## config.mk

```make
export PLATFORM = sky130hd
export DESIGN_NAME = regfile_scoreboard
export DESIGN_NICKNAME = d
export VERILOG_FILES = /design/src/rtl/regfile_scoreboard.sv
export SDC_FILE = /design/constraint.sdc
export NUM_CORES = 2
export LEC_CHECK = 0
export ABC_CLOCK_PERIOD_IN_PS = 3430
export CORE_UTILIZATION = 57
export CTS_CLUSTER_DIAMETER = 80
export DETAILED_ROUTE_END_ITERATION = 16
export MAX_ROUTING_LAYER = met4
export PLACE_DENSITY = 0.85
export SYNTH_ARGS = -nofsm -noshare
export SYNTH_HDL_FRONTEND = slang
export SYNTH_SLANG_ARGS = --single-unit
```

## constraint.sdc

```tcl
create_clock -name clk -period 3.43 [get_ports clk]
set_input_delay 0.5145 -clock clk [delete_from_list [all_inputs] [get_ports clk]]
set_output_delay 0.5145 -clock clk [all_outputs]
set_load 0.05 [all_outputs]
```

## src/rtl/regfile_scoreboard.sv

```systemverilog
// Purpose: integer register file with write-through read ports and a pending-write scoreboard.
// Latency: reads are combinational (same-cycle bypass of writeback); pending bits set one cycle after issue.
// Backpressure: stall holds decode on RAW/WAW hazards; issue_ack marks an accepted issue.
//
// Ports:
//   clk, rst_n                      clock, asynchronous active-low reset
//   rs1_addr/rs1_used, rs2_addr/... source operand indices and "is read" qualifiers
//   rs1_data, rs2_data              combinational operands (x0 reads zero, writeback bypassed)
//   issue_en, issue_rd_valid,
//   issue_rd                        issue request and its destination
//   issue_ack, stall                issue accepted / hazard present
//   wr_en, wr_addr, wr_data         writeback port
//   pending                         scoreboard vector, one bit per register
module regfile_scoreboard #(
  parameter int XLEN  = 32,
  parameter int NREGS = 32,
  parameter int AW    = 5
) (
  input  logic              clk,
  input  logic              rst_n,
  input  logic [AW-1:0]     rs1_addr,
  input  logic              rs1_used,
  input  logic [AW-1:0]     rs2_addr,
  input  logic              rs2_used,
  output logic [XLEN-1:0]   rs1_data,
  output logic [XLEN-1:0]   rs2_data,
  input  logic              issue_en,
  input  logic              issue_rd_valid,
  input  logic [AW-1:0]     issue_rd,
  output logic              issue_ack,
  output logic              stall,
  input  logic              wr_en,
  input  logic [AW-1:0]     wr_addr,
  input  logic [XLEN-1:0]   wr_data,
  output logic [NREGS-1:0]  pending
);

  logic [XLEN-1:0]  regs [NREGS];
  logic [NREGS-1:0] wr_hit;
  logic [NREGS-1:0] eff_pend;
  logic             haz_rs1;
  logic             haz_rs2;
  logic             haz_rd;

  // One-hot of the register being written back this cycle.
  assign wr_hit = wr_en ? (NREGS'(1) << wr_addr) : '0;

  // A writeback landing this cycle resolves the hazard on that register.
  assign eff_pend = pending & ~wr_hit;

  // Read ports: x0 is zero, then writeback bypass, then the array.
  always_comb begin
    rs1_data = regs[rs1_addr];
    if (rs1_addr == '0)
      rs1_data = '0;
    else if (wr_en && (wr_addr == rs1_addr))
      rs1_data = wr_data;
  end

  always_comb begin
    rs2_data = regs[rs2_addr];
    if (rs2_addr == '0)
      rs2_data = '0;
    else if (wr_en && (wr_addr == rs2_addr))
      rs2_data = wr_data;
  end

  assign haz_rs1 = rs1_used && (rs1_addr != '0) && eff_pend[rs1_addr];
  assign haz_rs2 = rs2_used && (rs2_addr != '0) && eff_pend[rs2_addr];
  // WAW: only one outstanding producer per register.
  assign haz_rd  = issue_rd_valid && (issue_rd != '0) && eff_pend[issue_rd];

  assign stall     = issue_en && (haz_rs1 || haz_rs2 || haz_rd);
  // Gated by rst_n so no issue is accepted while the scoreboard is held clear.
  assign issue_ack = rst_n && issue_en && !stall;

  always_ff @(posedge clk or negedge rst_n) begin
    if (!rst_n) begin
      for (int i = 0; i < NREGS; i++)
        regs[i] <= '0;
    end else if (wr_en && (wr_addr != '0)) begin
      regs[wr_addr] <= wr_data;
    end
  end

  // Set beats clear: a new producer issued in the same cycle the old one
  // writes back is still outstanding.
  always_ff @(posedge clk or negedge rst_n) begin
    if (!rst_n) begin
      pending <= '0;
    end else begin
      pending[0] <= 1'b0;
      for (int r = 1; r < NREGS; r++) begin
        if (issue_ack && issue_rd_valid && (issue_rd == AW'(r)))
          pending[r] <= 1'b1;
        else if (wr_en && (wr_addr == AW'(r)))
          pending[r] <= 1'b0;
      end
    end
  end

endmodule

```

[After elaboration in Yosys (flattened, before gate mapping)]
Cells that the tools add are included.
Storage, ports and cells
  register bits: 1055
  bits of input ports: 59
  output and inout port bits: 98
  word-level logic and storage cells: 338
Operators by class
  $lt $le $gt $ge: 7
  eq/ne operators: 64
  shifts and indexed selects: 1
  muxes and demuxes: 82
  bitwise operators: 5
  reductions and logical operators: 116
Operators with widths (count)
  1024-bit bitwise mux: 1
  32-bit binary-select mux with 5-bit select: 2
  32-bit 2-to-1 mux: 10
  32-bit demux with 5-bit select: 1
  5-bit == test (second input constant): 32
  5-bit by 4-bit == test with 1-bit output (second input constant): 16
  1-bit logical AND: 76
  1-bit 2-to-1 mux: 65
  2-bit nonzero test: 31
  5-bit by 3-bit == test with 1-bit output (second input constant): 8
  32-bit bitwise AND: 1
  32-bit NOT: 1
  1-bit by 5-bit << shifter with 32-bit output (first input constant): 1
  5-bit by 2-bit == test with 1-bit output (second input constant): 4
  5-bit nonzero test: 4
  6-bit >= comparator (second input constant): 3
  5-bit by 6-bit less-than comparator with 1-bit output (second input constant): 3
  5-bit NOT with 6-bit output: 3
  1-bit binary-select mux with 5-bit select: 3
  5-bit by 1-bit == test with 1-bit output (second input constant): 2
  5-bit == test: 2
  5-bit logical NOT: 2
  6-bit by 1-bit less-than comparator with 1-bit output (second input constant): 1
  1-bit logical OR: 2
  1-bit logical NOT: 1

[Longest topological paths before layout]
  depth in word-level cells: 15
  gate-level depth with buffers: 11
  mapped depth without buffers: 8

[Worst setup path before layout]
Ideal clock, no wire load.
  path type: in2out
  from: input rs2_addr[2]
  to: output rs2_data[12]
  arrival time: 3512 ps
  data required time: 2915 ps
  setup slack: -596 ps
  cell stages on the path: 10
  buffers on the path: 6
  cell sequence: buf_2 > buf_2 > buf_2 > buf_2 > buf_2 > clkbuf_1 > a211oi_1 > a211oi_1 > a21oi_1 > a211oi_1
On the way
  longest elaborated chain between the ends: 6
  elaborated cells between the ends (all ways): 9
  those cells by class: eq/ne: 1; mux: 5; bitwise: 1; reduce/logical: 2
RTL lines
  from (decl): line 23  | input logic [AW-1:0] rs2_addr,
  5-bit NOT with 6-bit output (implied by the code): line 61  | rs2_data = regs[rs2_addr];
  32-bit binary-select mux with 5-bit select: line 61
  32-bit 2-to-1 mux (implied by the code) (2 in series): line 61
  32-bit 2-to-1 mux: line 64  | else if (wr_en && (wr_addr == rs2_addr))
  32-bit 2-to-1 mux (*): line 62  | if (rs2_addr == '0)
  to (decl): line 26  | output logic [XLEN-1:0] rs2_data,
Mark *: on every way between the ends. The rest lies on a longest branch, timed or not. The select of a mux whose other input is x is not followed.

[Worst setup path after layout]
  from: register pending[23]
  to: output stall
On the way
  longest elaborated chain between the ends: 7
  elaborated cells between the ends (all ways): 13
  those cells by class: mux: 6; bitwise: 1; reduce/logical: 6
RTL lines
  from (decl): line 35  | output logic [NREGS-1:0] pending
  from (signal assigned): line 90  | pending <= '0;
  from (signal, indexed assignment): line 95  | pending[r] <= 1'b1;
  from (signal, indexed assignment): line 97  | pending[r] <= 1'b0;
  32-bit bitwise AND (*): line 49  | assign eff_pend = pending & ~wr_hit;
  1-bit binary-select mux with 5-bit select (on tied branches): line 68, 69
  1-bit 2-to-1 mux (on tied branches): line 68, 69
  1-bit logical AND (on tied branches): line 68, 69
  1-bit logical OR: line 73  | assign stall = issue_en && (haz_rs1 || haz_rs2 || haz_rd);
  1-bit logical OR (*): line 73
  1-bit logical AND (*): line 73
  to (decl): line 31  | output logic stall,
Marks and branches as above.

==> reports/qor.yml <==
cp_common_cell: "nand4_1"
peakVddDrop_mv: 0.451
grt_util_all_layers: 0.365
dieArea_sq_um: 102000
crit_slowest_cell: "or4b_1"
wl_per_cell_um: 33.2
hpwlAfterDp_mm: 103
row_count: 115
grt_start_max_net_pins: 188
antenna_found_initial: 2
path_buf_inv: 1
maxCapViolCount: 0
vias_per_cell: 7.28
netlist.area_leader.share: 0.461
synth_async_sr_flop_share: 1.00
netlist_area_sq_um: 57300
core-area_sq_um: 99000
startpoint_type: "register"
ys_ff_latch: 1055
synth.distinct_cells: 64
initial_core_util: 0.579
max_stage_delay_ns: 0.50
cp_data_arrival_time_ns: 2.89
clk_path_buf_depth: 3
syn_nets: 3804
fin_cells: 5319
synth_edf_count: 0
grt_pass1_vias: 40346
die_h_um: 319
path_class: "reg2out"
slew_headroom: 0.248
finalPower_mw: 38.4
grt-ovfl-total: 0
yosys.area.top_type: "dfrtp_1"
synth_most_common_cell: "dfrtp_1"
finalCritPeriodShare: 0.994
seq_area_sq_um: 26400
drive_gt1_frac: 0.585
post-route-min-period_ns: 3.41
hold_class: "in2async"
num_vias: 38707
cts_buffers: 108
routabilityCongestion: 0.980
drt_iter0_drc: 4804
yosys-top-cells-area: "dfrtp_1 46%, mux4_2 23%, mux2_2 19%, mux2i_1 2.2%, clkbuf_1 1.9%"
worst_path_dominant_cell_family: "simple AND/OR/NAND/NOR gates"
netlist_instances: 3745
dp_slack_ns: -0.461
routed_wl_mm: 177
multi_input_area_sq_um: 30200
yosys-top-cells-count: "1055 x dfrtp_1, 992 x mux2_2, 596 x mux4_2, 288 x clkbuf_1, 128 x mux2i_1"
dr.pass1.iters: 5
power_density_nw_per_um2: 567
syn_to_final_growth_pct: 18.2
slew_viol_final: 0
synth_ff_type: "dfrtp_1"
ioPinCount: 157
finalSetupViolCount: 0
crit_required_ns: 2.92
final.setup.worst_slack_ns: 0.0207
grt_pass1_wl_mm: 266
die_w_um: 319
htree_levels: 3
worstSetupEndpointType: "output port"
dp.cells: 5108
crit_fanout: 3
grt_setup_unrepaired: "yes"
cts_tree: "yes"
crit_chain: "o21ai_2 -> mux4_2 -> or4b_1 -> nand4_1 -> nor4_4 -> nand4_1 -> and2_4 -> buf_8"
clock_skew_ns: 0.0119
seq_area_frac_synth: 0.461
clock_sinks: 1055
hold_viol: 0
leakagePower_nw: 28.9
layout.nets: 4003
n_fill_cell: 6180
max_freq_mhz: 293
drc: 0
postSynthAreaPerCell_sq_um: 15.3
portBuffers: 155
ant_nets: 0
cts_root_buffer: "clkbuf_16"
worst_slew_pin_slew_ns: 1.13
run_status: "finished clean"
ys_warn_count: 0
final_area_sq_um: 67700
placed_cell_area_sq_um: 63900
clock_latency_ns: 0.69
hold_ws_ns: 0.364
path_clk_slew_ns: 0.06
[kinds of logic (layout without fill, tap and decap cells)]
| kind of cell | after synthesis | in the layout | share of synthesized area |
|---|---|---|---|
| AO/OA/AOI/OAI | 257 | 257 | 0.0314 |
| XOR/XNOR | 10 | 10 | 0.00153 |
| buffers and inverters | 441 | 727 | 0.0304 |
| flip-flops | 1055 | 1055 | 0.461 |
| multiplexers | 1716 | 1716 | 0.452 |
| other | 1 | 2 | 0.0000655 |
| AND/OR/NAND/NOR | 265 | 265 | 0.0241 |
[sequential cells by signal (all words and copies together), names as in the netlist]
signal / cells
regs: 1024
pending: 31
[cells in the final DEF (no fill, tap or decap), types with 8 or more instances in the layout]
cell / Yosys / final
clkdlybuf4s50_1: 0 / 72
buf_4: 3 / 297
nand3_1: 24 / 21
o21ai_0: 31 / 25
o211ai_1: 11 / 11
nor2_4: 0 / 16
nand2_2: 1 / 9
clkbuf_1: 288 / 23
o21ai_2: 0 / 10
o21ai_1: 20 / 15
a211oi_4: 0 / 51
buf_12: 0 / 137
nor2_2: 0 / 9
nor3_1: 8 / 8
mux2i_1: 128 / 127
nor2b_1: 25 / 25
clkbuf_16: 0 / 111
mux4_2: 596 / 596
mux2_2: 992 / 992
o31ai_2: 12 / 12
and2_1: 19 / 18
nand2_1: 51 / 41
o31ai_1: 10 / 10
a21oi_1: 36 / 35
clkinv_2: 0 / 26
xor2_1: 8 / 8
a211oi_1: 111 / 55
nor2_1: 89 / 64
clkbuf_8: 0 / 28
dfrtp_1: 1055 / 1054
[repair_timing]
action                                  4_1_cts  5_1_grt
resized for setup                            43       29
hold buffers                                  1        0
hold endpoints to repair                      4        0
cloned                                        0        1
pin swaps                                    10        8
endpoints found under the setup margin       38        8
buffers inserted                              3       10
[worst paths after layout]
path                        startpoint     endpoint  slack (ns)  depth (start not counted)
setup / recovery           pending[23]        stall        0.02                          8
hold / removal                   rst_n     regs[91]        0.36                          2
setup reg to reg           pending[23]  pending[27]        1.01                          9
hold reg to reg             regs[1009]   regs[1009]        0.39                          0
max in group asynchronous        rst_n    regs[488]        1.72                          3
min in group clk            regs[1009]   regs[1009]        0.39                          0
[per-stage QoR]
step           setup TNS, ns   util
6_report                   0  0.684
4_1_cts                    0  0.683
2_1_floorplan          -2.08      -
3_5_place_dp           -5.55  0.645
5_1_grt               -0.158  0.684
3_3_place_gp           -4.60  0.645
[layout make-up]
| type | instances | share of cell area |
|---|---|---|
| multi-input combinational | 2249 | 0.446 |
| inverter | 6 | 0.000370 |
| tap | 1287 | 0.0238 |
| sequential | 1055 | 0.390 |
| antenna | 1 | 0.0000370 |
| timing repair buffer | 524 | 0.0879 |
| clock buffer | 160 | 0.0474 |
| clock inverter | 37 | 0.00488 |
[routing by layer]
metal / track usage / wire, um
met2: 0.538 / 82000
met1: 0.475 / 65000
met4: 0.172 / 9350
met3: 0.0970 / 20400
met5: - / 0
[power breakdown]
group          internal, mW  switching, mW  total [mW]
combinational          5.81           4.13        9.94
clock                  6.76           5.05        11.8
sequential             14.8           1.86        16.6
(Power assumes the default switching activity.)
